<file path="src/rtl/alarm_pkg.sv">
// Shared types and default constants for the alarm ringing controller.
// The ALARM_BEEP_PATTERN_EN build macro is consumed in alarm_ring_ctrl.sv.
package alarm_pkg;

   typedef enum logic [1:0] {
      ST_IDLE,
      ST_RING,
      ST_SNOOZE,
      ST_DONE
   } state_t;

   localparam int DEF_RING_SEC   = 60;
   localparam int DEF_SNOOZE_SEC = 300;
   localparam int DEF_MAX_SNOOZE = 3;

   function automatic int max_int(input int a, input int b);
      return (a > b) ? a : b;
   endfunction

endpackage

</file>
<file path="src/rtl/alarm_ring_ctrl_sec_countdown.sv">
// Seconds down-counter: counts 1 Hz ticks after a load and flags the tick that
// takes it from 1 to 0.
module sec_countdown #(
   parameter int WIDTH = 9
) (
   input  logic             clk,
   input  logic             rst_n,
   input  logic             load,
   input  logic             clear,
   input  logic             tick,
   input  logic [WIDTH-1:0] load_val,
   output logic [WIDTH-1:0] value,
   output logic             expire
);

   assign expire = tick && (value == WIDTH'(1));

   // NOTE: sequential state uses non-blocking assignments so every register
   // samples pre-edge values, independent of statement order.
   always_ff @(posedge clk or negedge rst_n) begin
      if (!rst_n) begin
         value <= '0;
      end else if (clear) begin
         value <= '0;
      end else if (load) begin
         value <= load_val;
      end else if (tick && (value != '0)) begin
         value <= value - WIDTH'(1);
      end
   end

endmodule

</file>
<file path="src/rtl/alarm_ring_ctrl.sv">
// Alarm ringing controller: IDLE/RING/SNOOZE/DONE with snooze limit and auto-stop.
// Define ALARM_BEEP_PATTERN_EN for a buzzer that toggles each second while ringing.
module alarm_ring_ctrl
   import alarm_pkg::*;
#(
   parameter int RING_SEC   = DEF_RING_SEC,
   parameter int SNOOZE_SEC = DEF_SNOOZE_SEC,
   parameter int MAX_SNOOZE = DEF_MAX_SNOOZE
) (
   input  logic       clk,
   input  logic       rst_n,
   input  logic       tick_1hz,
   input  logic       match,
   input  logic       alarm_en,
   input  logic       snooze_btn,
   input  logic       stop_btn,
   output logic       buzzer,
   output logic       ringing,
   output logic       snoozing,
   output logic [2:0] snooze_cnt,
   output logic       auto_rst
);

   localparam int TW = $clog2(max_int(RING_SEC, SNOOZE_SEC) + 1);
   localparam logic [TW-1:0] RING_LD   = TW'(RING_SEC);
   localparam logic [TW-1:0] SNOOZE_LD = TW'(SNOOZE_SEC);
   localparam logic [2:0]    MAX_CNT   = 3'(MAX_SNOOZE);

   state_t          state;
   logic            t_load;
   logic            t_clear;
   logic [TW-1:0]   t_val;
   logic [TW-1:0]   t_value;
   logic            t_expire;
   logic            snooze_ok;

   // Only counting below the limit keeps snooze_cnt saturated, never wrapped.
   assign snooze_ok = snooze_btn && (snooze_cnt < MAX_CNT);

   // Timer control is decoded combinationally so a load lands on the same
   // edge as the state change and the Nth tick after entry is the expiry.
   // NOTE: every always_comb output gets a default first to avoid latches.
   always_comb begin
      t_load  = 1'b0;
      t_clear = 1'b0;
      t_val   = RING_LD;
      if (!alarm_en) begin
         t_clear = 1'b1;
      end else begin
         unique case (state)
            ST_IDLE:   t_load = match;
            ST_RING: begin
               if (stop_btn || t_expire) begin
                  t_clear = 1'b1;
               end else if (snooze_ok) begin
                  t_load = 1'b1;
                  t_val  = SNOOZE_LD;
               end
            end
            ST_SNOOZE: begin
               if (stop_btn)      t_clear = 1'b1;
               else if (t_expire) t_load  = 1'b1;
            end
            default: ;
         endcase
      end
   end

   sec_countdown #(.WIDTH(TW)) u_timer (
      .clk      (clk),
      .rst_n    (rst_n),
      .load     (t_load),
      .clear    (t_clear),
      .tick     (tick_1hz),
      .load_val (t_val),
      .value    (t_value),
      .expire   (t_expire)
   );

   // NOTE: every register here is reset asynchronously so outputs drop the
   // instant rst_n falls, not at the next clock edge.
   always_ff @(posedge clk or negedge rst_n) begin
      if (!rst_n) begin
         state      <= ST_IDLE;
         snooze_cnt <= '0;
         buzzer     <= 1'b0;
         ringing    <= 1'b0;
         snoozing   <= 1'b0;
         auto_rst   <= 1'b0;
      end else begin
         auto_rst <= 1'b0;
         if (!alarm_en) begin
            auto_rst   <= (state == ST_RING) || (state == ST_SNOOZE);
            state      <= ST_IDLE;
            snooze_cnt <= '0;
            buzzer     <= 1'b0;
            ringing    <= 1'b0;
            snoozing   <= 1'b0;
         end else begin
            unique case (state)
               ST_IDLE: begin
                  if (match) begin
                     state      <= ST_RING;
                     snooze_cnt <= '0;
                     buzzer     <= 1'b1;
                     ringing    <= 1'b1;
                  end
               end
               ST_RING: begin
                  if (stop_btn || t_expire) begin
                     state    <= ST_DONE;
                     auto_rst <= 1'b1;
                     buzzer   <= 1'b0;
                     ringing  <= 1'b0;
                  end else if (snooze_ok) begin
                     state      <= ST_SNOOZE;
                     snooze_cnt <= snooze_cnt + 3'd1;
                     auto_rst   <= 1'b1;
                     buzzer     <= 1'b0;
                     ringing    <= 1'b0;
                     snoozing   <= 1'b1;
                  end else begin
`ifdef ALARM_BEEP_PATTERN_EN
                     if (tick_1hz) buzzer <= ~buzzer;
`endif
                  end
               end
               ST_SNOOZE: begin
                  if (stop_btn) begin
                     state    <= ST_DONE;
                     snoozing <= 1'b0;
                  end else if (t_expire) begin
                     state    <= ST_RING;
                     buzzer   <= 1'b1;
                     ringing  <= 1'b1;
                     snoozing <= 1'b0;
                  end
               end
               ST_DONE: begin
                  // Hold until the comparator releases so the same second cannot retrigger.
                  if (!match) state <= ST_IDLE;
               end
               default: state <= ST_IDLE;
            endcase
         end
      end
   end

endmodule

</file>
<file path="config.mk">
export PLATFORM = sky130hd
export DESIGN_NAME = alarm_ring_ctrl
export DESIGN_NICKNAME = d
export VERILOG_FILES = /design/src/rtl/alarm_pkg.sv /design/src/rtl/alarm_ring_ctrl_sec_countdown.sv /design/src/rtl/alarm_ring_ctrl.sv
export SDC_FILE = /design/constraint.sdc
export NUM_CORES = 1
export LEC_CHECK = 0
export BUFFER_PORTS_ARGS = -buffer_cell sky130_fd_sc_hd__buf_2
export CELL_PAD_IN_SITES_DETAIL_PLACEMENT = 1
export CELL_PAD_IN_SITES_GLOBAL_PLACEMENT = 2
export CORE_ASPECT_RATIO = 0.7
export CORE_UTILIZATION = 29
export DETAILED_ROUTE_END_ITERATION = 16
export PLACE_DENSITY = 0.66
export SYNTH_ARGS = -nofsm -noshare
export SYNTH_HDL_FRONTEND = slang
export SYNTH_SLANG_ARGS = --single-unit
</file>
<file path="constraint.sdc">
create_clock -name clk -period 6.2 [get_ports clk]
set_clock_uncertainty 0.15 [all_clocks]
set_input_delay 1.24 -clock clk [delete_from_list [all_inputs] [get_ports clk]]
set_output_delay 1.24 -clock clk [all_outputs]
set_load 0.005 [all_outputs]
</file>
# Word-level counts from Yosys, hierarchy flattened
# Index checks and enable logic that the tools add are counted.
[classes]
n_addsub = 2
n_lt_le_gt_ge = 1
eq_ne = 15
n_mux = 46
n_reduce_logical = 12
[op_table]
columns = ["cell", "count"]
rows = [
  ["2-to-1 mux 9 bit", 7],
  ["2-to-1 mux 1 bit", 22],
  ["!= test 3 bit (second input constant)", 6],
  ["2-to-1 mux 2 bit", 7],
  ["2-to-1 mux 3 bit", 4],
  ["AND reduction 4 bit", 3],
  ["equality test 9 x 1 -> 1 bit (second input constant)", 1],
  ["nonzero test 9 bit", 1],
  ["subtractor 9 x 1 -> 9 bit (second input constant)", 1],
  ["one-hot mux 2 bit (4 select lines)", 1],
  ["!= test 3 x 1 -> 1 bit (second input constant)", 2],
  ["one-hot mux 1 bit (3 select lines)", 2],
  ["one-hot mux 3 bit (2 select lines)", 1],
  ["AND reduction 5 bit", 1],
  ["equality test 2 bit (second input constant)", 2],
  ["!= test 4 x 1 -> 1 bit (second input constant)", 1],
  ["!= test 4 x 3 -> 1 bit (second input constant)", 1],
  ["!= test 4 bit (second input constant)", 1],
  ["one-hot mux 1 bit (2 select lines)", 2],
  ["adder 3 x 1 -> 3 bit (second input constant)", 1],
  ["logical AND 1 bit", 3],
  ["< comparator 3 x 2 -> 1 bit (second input constant)", 1],
  ["nonzero test 3 bit", 1],
  ["equality test 2 x 1 -> 1 bit (second input constant)", 1],
  ["2 further kinds", 3],
]
[totals]
regBits = 17
input_bits = 7
out_inout_bits = 7
word_cells = 82

# Longest topological paths before layout
[depth]
word_depth = 8
mapped_depth = 7
mapped_depth_nobuf = 6

# By module
# A second synthesis with hierarchy kept.
[hier_totals]
cells_unflattened = 142
hier_area_um2 = 1285.0
[by_module_without_submodules]
columns = ["module", "n_inst", "cells_each", "area_per_inst_um2", "seq_area_each_um2"]
rows = [
  ["alarm_ring_ctrl", 1, 75, 680.7, 200.2],
  ["sec_countdown", 1, 67, 604.3, 225.2],
]

# Least setup slack after synthesis
# Ideal clock, no wire load.
[synth_timing]
path_kind = "input-to-reg"
startpoint = "input tick_1hz"
endpoint = "register u_timer.value[4]"
setup_ns = 0.141
t_arrival_ns = 2.206
setup_slack_ns = 3.704
cell_stages = 5
n_path_buf = 1
path_cell_list = "and2_1 a31oi_1 clkbuf_1 and3_1 a211oi_1"
[synth_between]
elab_chain_cells = 7
elab_cells_between_ends = 17
[synth_rtl]
columns = ["element", "line_no", "text"]
rows = [
  ["from (decl)", "alarm_ring_ctrl.sv:12", "input logic tick_1hz,"],
  ["logical AND 1 bit", "alarm_ring_ctrl_sec_countdown.sv:16", "assign expire = tick && (value == WIDTH'(1));"],
  ["2-to-1 mux 1 bit or logical OR 1 bit (tied branches)", "alarm_ring_ctrl.sv:62, alarm_ring_ctrl.sv:53", ""],
  ["2-to-1 mux 1 bit (tied with other cells)", "alarm_ring_ctrl.sv:61", "if (stop_btn) t_clear = 1'b1;"],
  ["one-hot mux 1 bit (3 select lines) or 2-to-1 mux 9 bit (tied branches)", "alarm_ring_ctrl.sv:50", "unique case (state)"],
  ["2-to-1 mux 1 bit or 2-to-1 mux 9 bit (tied branches)", "alarm_ring_ctrl.sv:47", "if (!alarm_en) begin"],
  ["2-to-1 mux 9 bit", "alarm_ring_ctrl_sec_countdown.sv:25", "end else if (load) begin"],
  ["2-to-1 mux 9 bit", "alarm_ring_ctrl_sec_countdown.sv:23", "end else if (clear) begin"],
  ["to (signal assigned)", "alarm_ring_ctrl_sec_countdown.sv:26", "value <= load_val;"],
  ["to (signal assigned)", "alarm_ring_ctrl_sec_countdown.sv:28", "value <= value - WIDTH'(1);"],
  ["to (decl)", "alarm_ring_ctrl_sec_countdown.sv:12", "output logic [WIDTH-1:0] value,"],
]
# Several ways; a longest one is shown, not always the timed one.
# A chain may end at the register's enable or synchronous reset.

# Final worst setup path
[layout_timing]
startpoint = "input tick_1hz"
endpoint = "register u_timer.value[6]"
# Same word-level chain as after synthesis.

==> run summary <==
# diodes - 0
Yosys reg bits - 17
clk buf depth - 2
Reg2Reg Setup Slack - 3.55 ns
Initial Util - 31.5%
Reg2Reg Depth - 4
initial antenna violation count - 0
Synth area leader - dfrtp_1
Design Area, Final - 1430 um2
Worst Hold Path EP - snooze_cnt[2]
Cell Count Post-Placement - 200
largest net degree at the start of global routing - 18
DR pass1 iterations - 4
Post-synth ARST share - 100%
row count - 19
number of global-route vias before repair - 1,188
RSZ-0062 raised after global routing - false
first-pass GRT wire length - 6110 um
final hold viol count - 0
Setup TNS - 0 ns
die height - 57.7 um
worst hold start - snooze_cnt[2]
predominant post-synthesis flop cell - dfrtp_1
net count after synthesis - 158
Reg2Reg Launch Point - u_timer.value[2]
Max Clk Rate - 347 MHz
die width - 81.6 um
Final Util - 34.9%
GR Layer Usage met1 - 28.5%
Total Wirelength - 3610 um
1st-iter DRT viols - 67
hold_buf cts - 0
net count of the finished layout - 169
Die ar. - 4710 um2
GRT Overall Usage - 17.6%
remaining antenna violation count - 0
Crit Path Class - input pin to flop
Syn Std Cell Area - 1290 um2
Startpoint Class - input pin
Via-to-Cell Ratio - 5.58
post-route setup slack - 3.32 ns
global routing's busiest layer - met1
Vias - 1,138
CTS Buf Count - 3
H-tree lvl count - 1
Pins Over Slew Limit - 0
DR WL/cell - 17.7 um
GPL Wtd Cong - 0.768
synth-to-layout area growth - 10.8%
Register Area - 425 um2
capturing point of the worst reg2reg path - ringing
Hold WC Path Type - flop to flop
Slew @ Worst Pin - 0.966 ns
dpl ws - 3.06 ns
post-synthesis sequential area ratio - 33.1%
final worst path period share - 46.5%
Post-synth EDFFs - 0
sum of net half-perimeters after detailed placement - 2770 um
hold path depth - 2
drt drc - 0
Synth top area share - 33.1%
Fillers - 488
cell count after synthesis - 142
synth top area cells - dfrtp_1 (33%), ha_1 (8.8%), nand2_1 (3.2%)
IO Count - 14
met2 usage in global routing - 23.5%
PD cells - 444 nW/um2
worst ir drop on vdd - 132 uV
synthesis warning total - 0
share of layout cells above drive strength 1 - 15.8%
GRT overflow - 0
fin cells - 204
PortBufs - 13
Setup crit end kind - flop
core area - 4090 um2
Worst EP required - 6.16 ns
Post-CTS Setup Bufs - 0
CTS resizes - 0
post-placement cell area - 1380 um2
GR Util met3 - 4.25%
multi-input combinational cell area - 786 um2
Critical Path Fanout Max - 11
clk slew on worst S/H paths - 0.06 ns
CTS tree - done
CTS root buf - clkbuf_8
status - finished, final reports clean
CTS sink count - 17
synth unique cells - 52
Rel. slew slack - 35.3%
Synth Area per Inst - 9.06 um2
fin crit period - 2.88 ns
final setup fails - 0
leak pwr - 0.618 nW
Max Cap Violations - 0
critical path arrival - 2.84 ns
Clock Latency Late Sink - 0.26 ns
-- through the flow --
stage / hold WS (ns) / power [mW]
final: 0.396 / 0.633
after global routing: 0.450 / 0.694
after CTS: 0.410 / 0.637
after detailed placement: 0.386 / 0.546
after global placement: 0.371 / 0.540
after floorplan: 0.363 / 0.460
-- cell type report --
| type | instances | area share [%] |
|---|---|---|
| Multi-Input combinational cell | 108 | 55.1 |
| Timing Repair Buffer | 13 | 4.57 |
| Tap cell | 52 | 4.57 |
| Sequential cell | 17 | 29.9 |
| Inverter | 10 | 2.63 |
| Clock inverter | 1 | 0.351 |
| Clock buffer | 3 | 2.90 |
-- kinds of logic after synthesis --
family | Yosys count | share of synthesized area, %
flip-flops | 17 | 33.1
AND/OR/NAND/NOR | 50 | 22.5
buffers and inverters | 17 | 5.84
adder cells (fa/ha/maj) | 9 | 8.76
XOR/XNOR | 5 | 3.40
multiplexers | 3 | 2.43
AO/OA/AOI/OAI | 41 | 24.0
-- synth_stat cells (2+ instances only) --
| cell type | number |
|---|---|
| nand3_1 | 5 |
| o21ai_0 | 6 |
| nor4_1 | 5 |
| nand2b_1 | 3 |
| nor3_1 | 3 |
| clkbuf_1 | 5 |
| xnor2_1 | 4 |
| dfrtp_1 | 17 |
| and3_1 | 2 |
| mux2i_1 | 2 |
| ha_1 | 9 |
| a31oi_1 | 5 |
| a21oi_1 | 4 |
| o211ai_1 | 3 |
| nor2b_1 | 2 |
| a221o_1 | 2 |
| a41oi_1 | 2 |
| nand2_1 | 11 |
| or3_1 | 3 |
| a211oi_1 | 4 |
| nor2_1 | 5 |
| inv_1 | 10 |
-- worst max path at each step --
stage                        start                to  slack, ns  cells after the start
after global routing      tick_1hz  u_timer.value[6]       3.16                      5
after CTS                 tick_1hz  u_timer.value[6]       3.32                      5
after global placement    tick_1hz  u_timer.value[4]       3.15                      5
after floorplan           tick_1hz  u_timer.value[4]       3.70                      5
after detailed placement  tick_1hz  u_timer.value[6]       3.06                      5
final                     tick_1hz  u_timer.value[6]       3.32                      5
-- critical path, cell delays in order --
cell and delay [ns]:
buf_2 0.14, and2_1 0.19, a31oi_1 0.74, and3_1 0.44, nor4_1 0.10
-- where the power goes --
part | internal (mW) | switching, mW | total [mW]
registers | 0.146 | 0.0427 | 0.188
clock network | 0.0446 | 0.0397 | 0.0843
logic | 0.148 | 0.212 | 0.361
total | 0.339 | 0.295 | 0.633
-- sequential cells by signal (all words and copies together) (netlist names) --
signal         count
u_timer.value      9
snoozing           1
snooze_cnt         3
state              2
ringing            1
auto_rst           1
-- placed cells by master, fill, tap and decap left out, types with 2 or more instances in the layout --
master	n
o21ai_0	6
nand2b_1	3
or3_1	3
a21oi_1	4
mux2i_1	2
xnor2_1	4
ha_1	9
a211oi_1	4
dfrtp_1	17
nor2b_1	2
buf_2	13
nor3_1	3
nand2_1	11
inv_1	10
a41oi_1	2
a31oi_1	5
and3_1	2
a221o_1	2
nor4_1	5
nand3_1	5
o211ai_1	3
clkbuf_8	3
nor2_1	5
-- per-layer routing --
layer | up-vias | part of all wire, %
met1 | 558 | 57
met3 | 2 | 3.1
met5 | - | 0
met2 | 15 | 40
li1 | 563 | -
met4 | 0 | 0.36
Power figures use the tool's default switching activity.
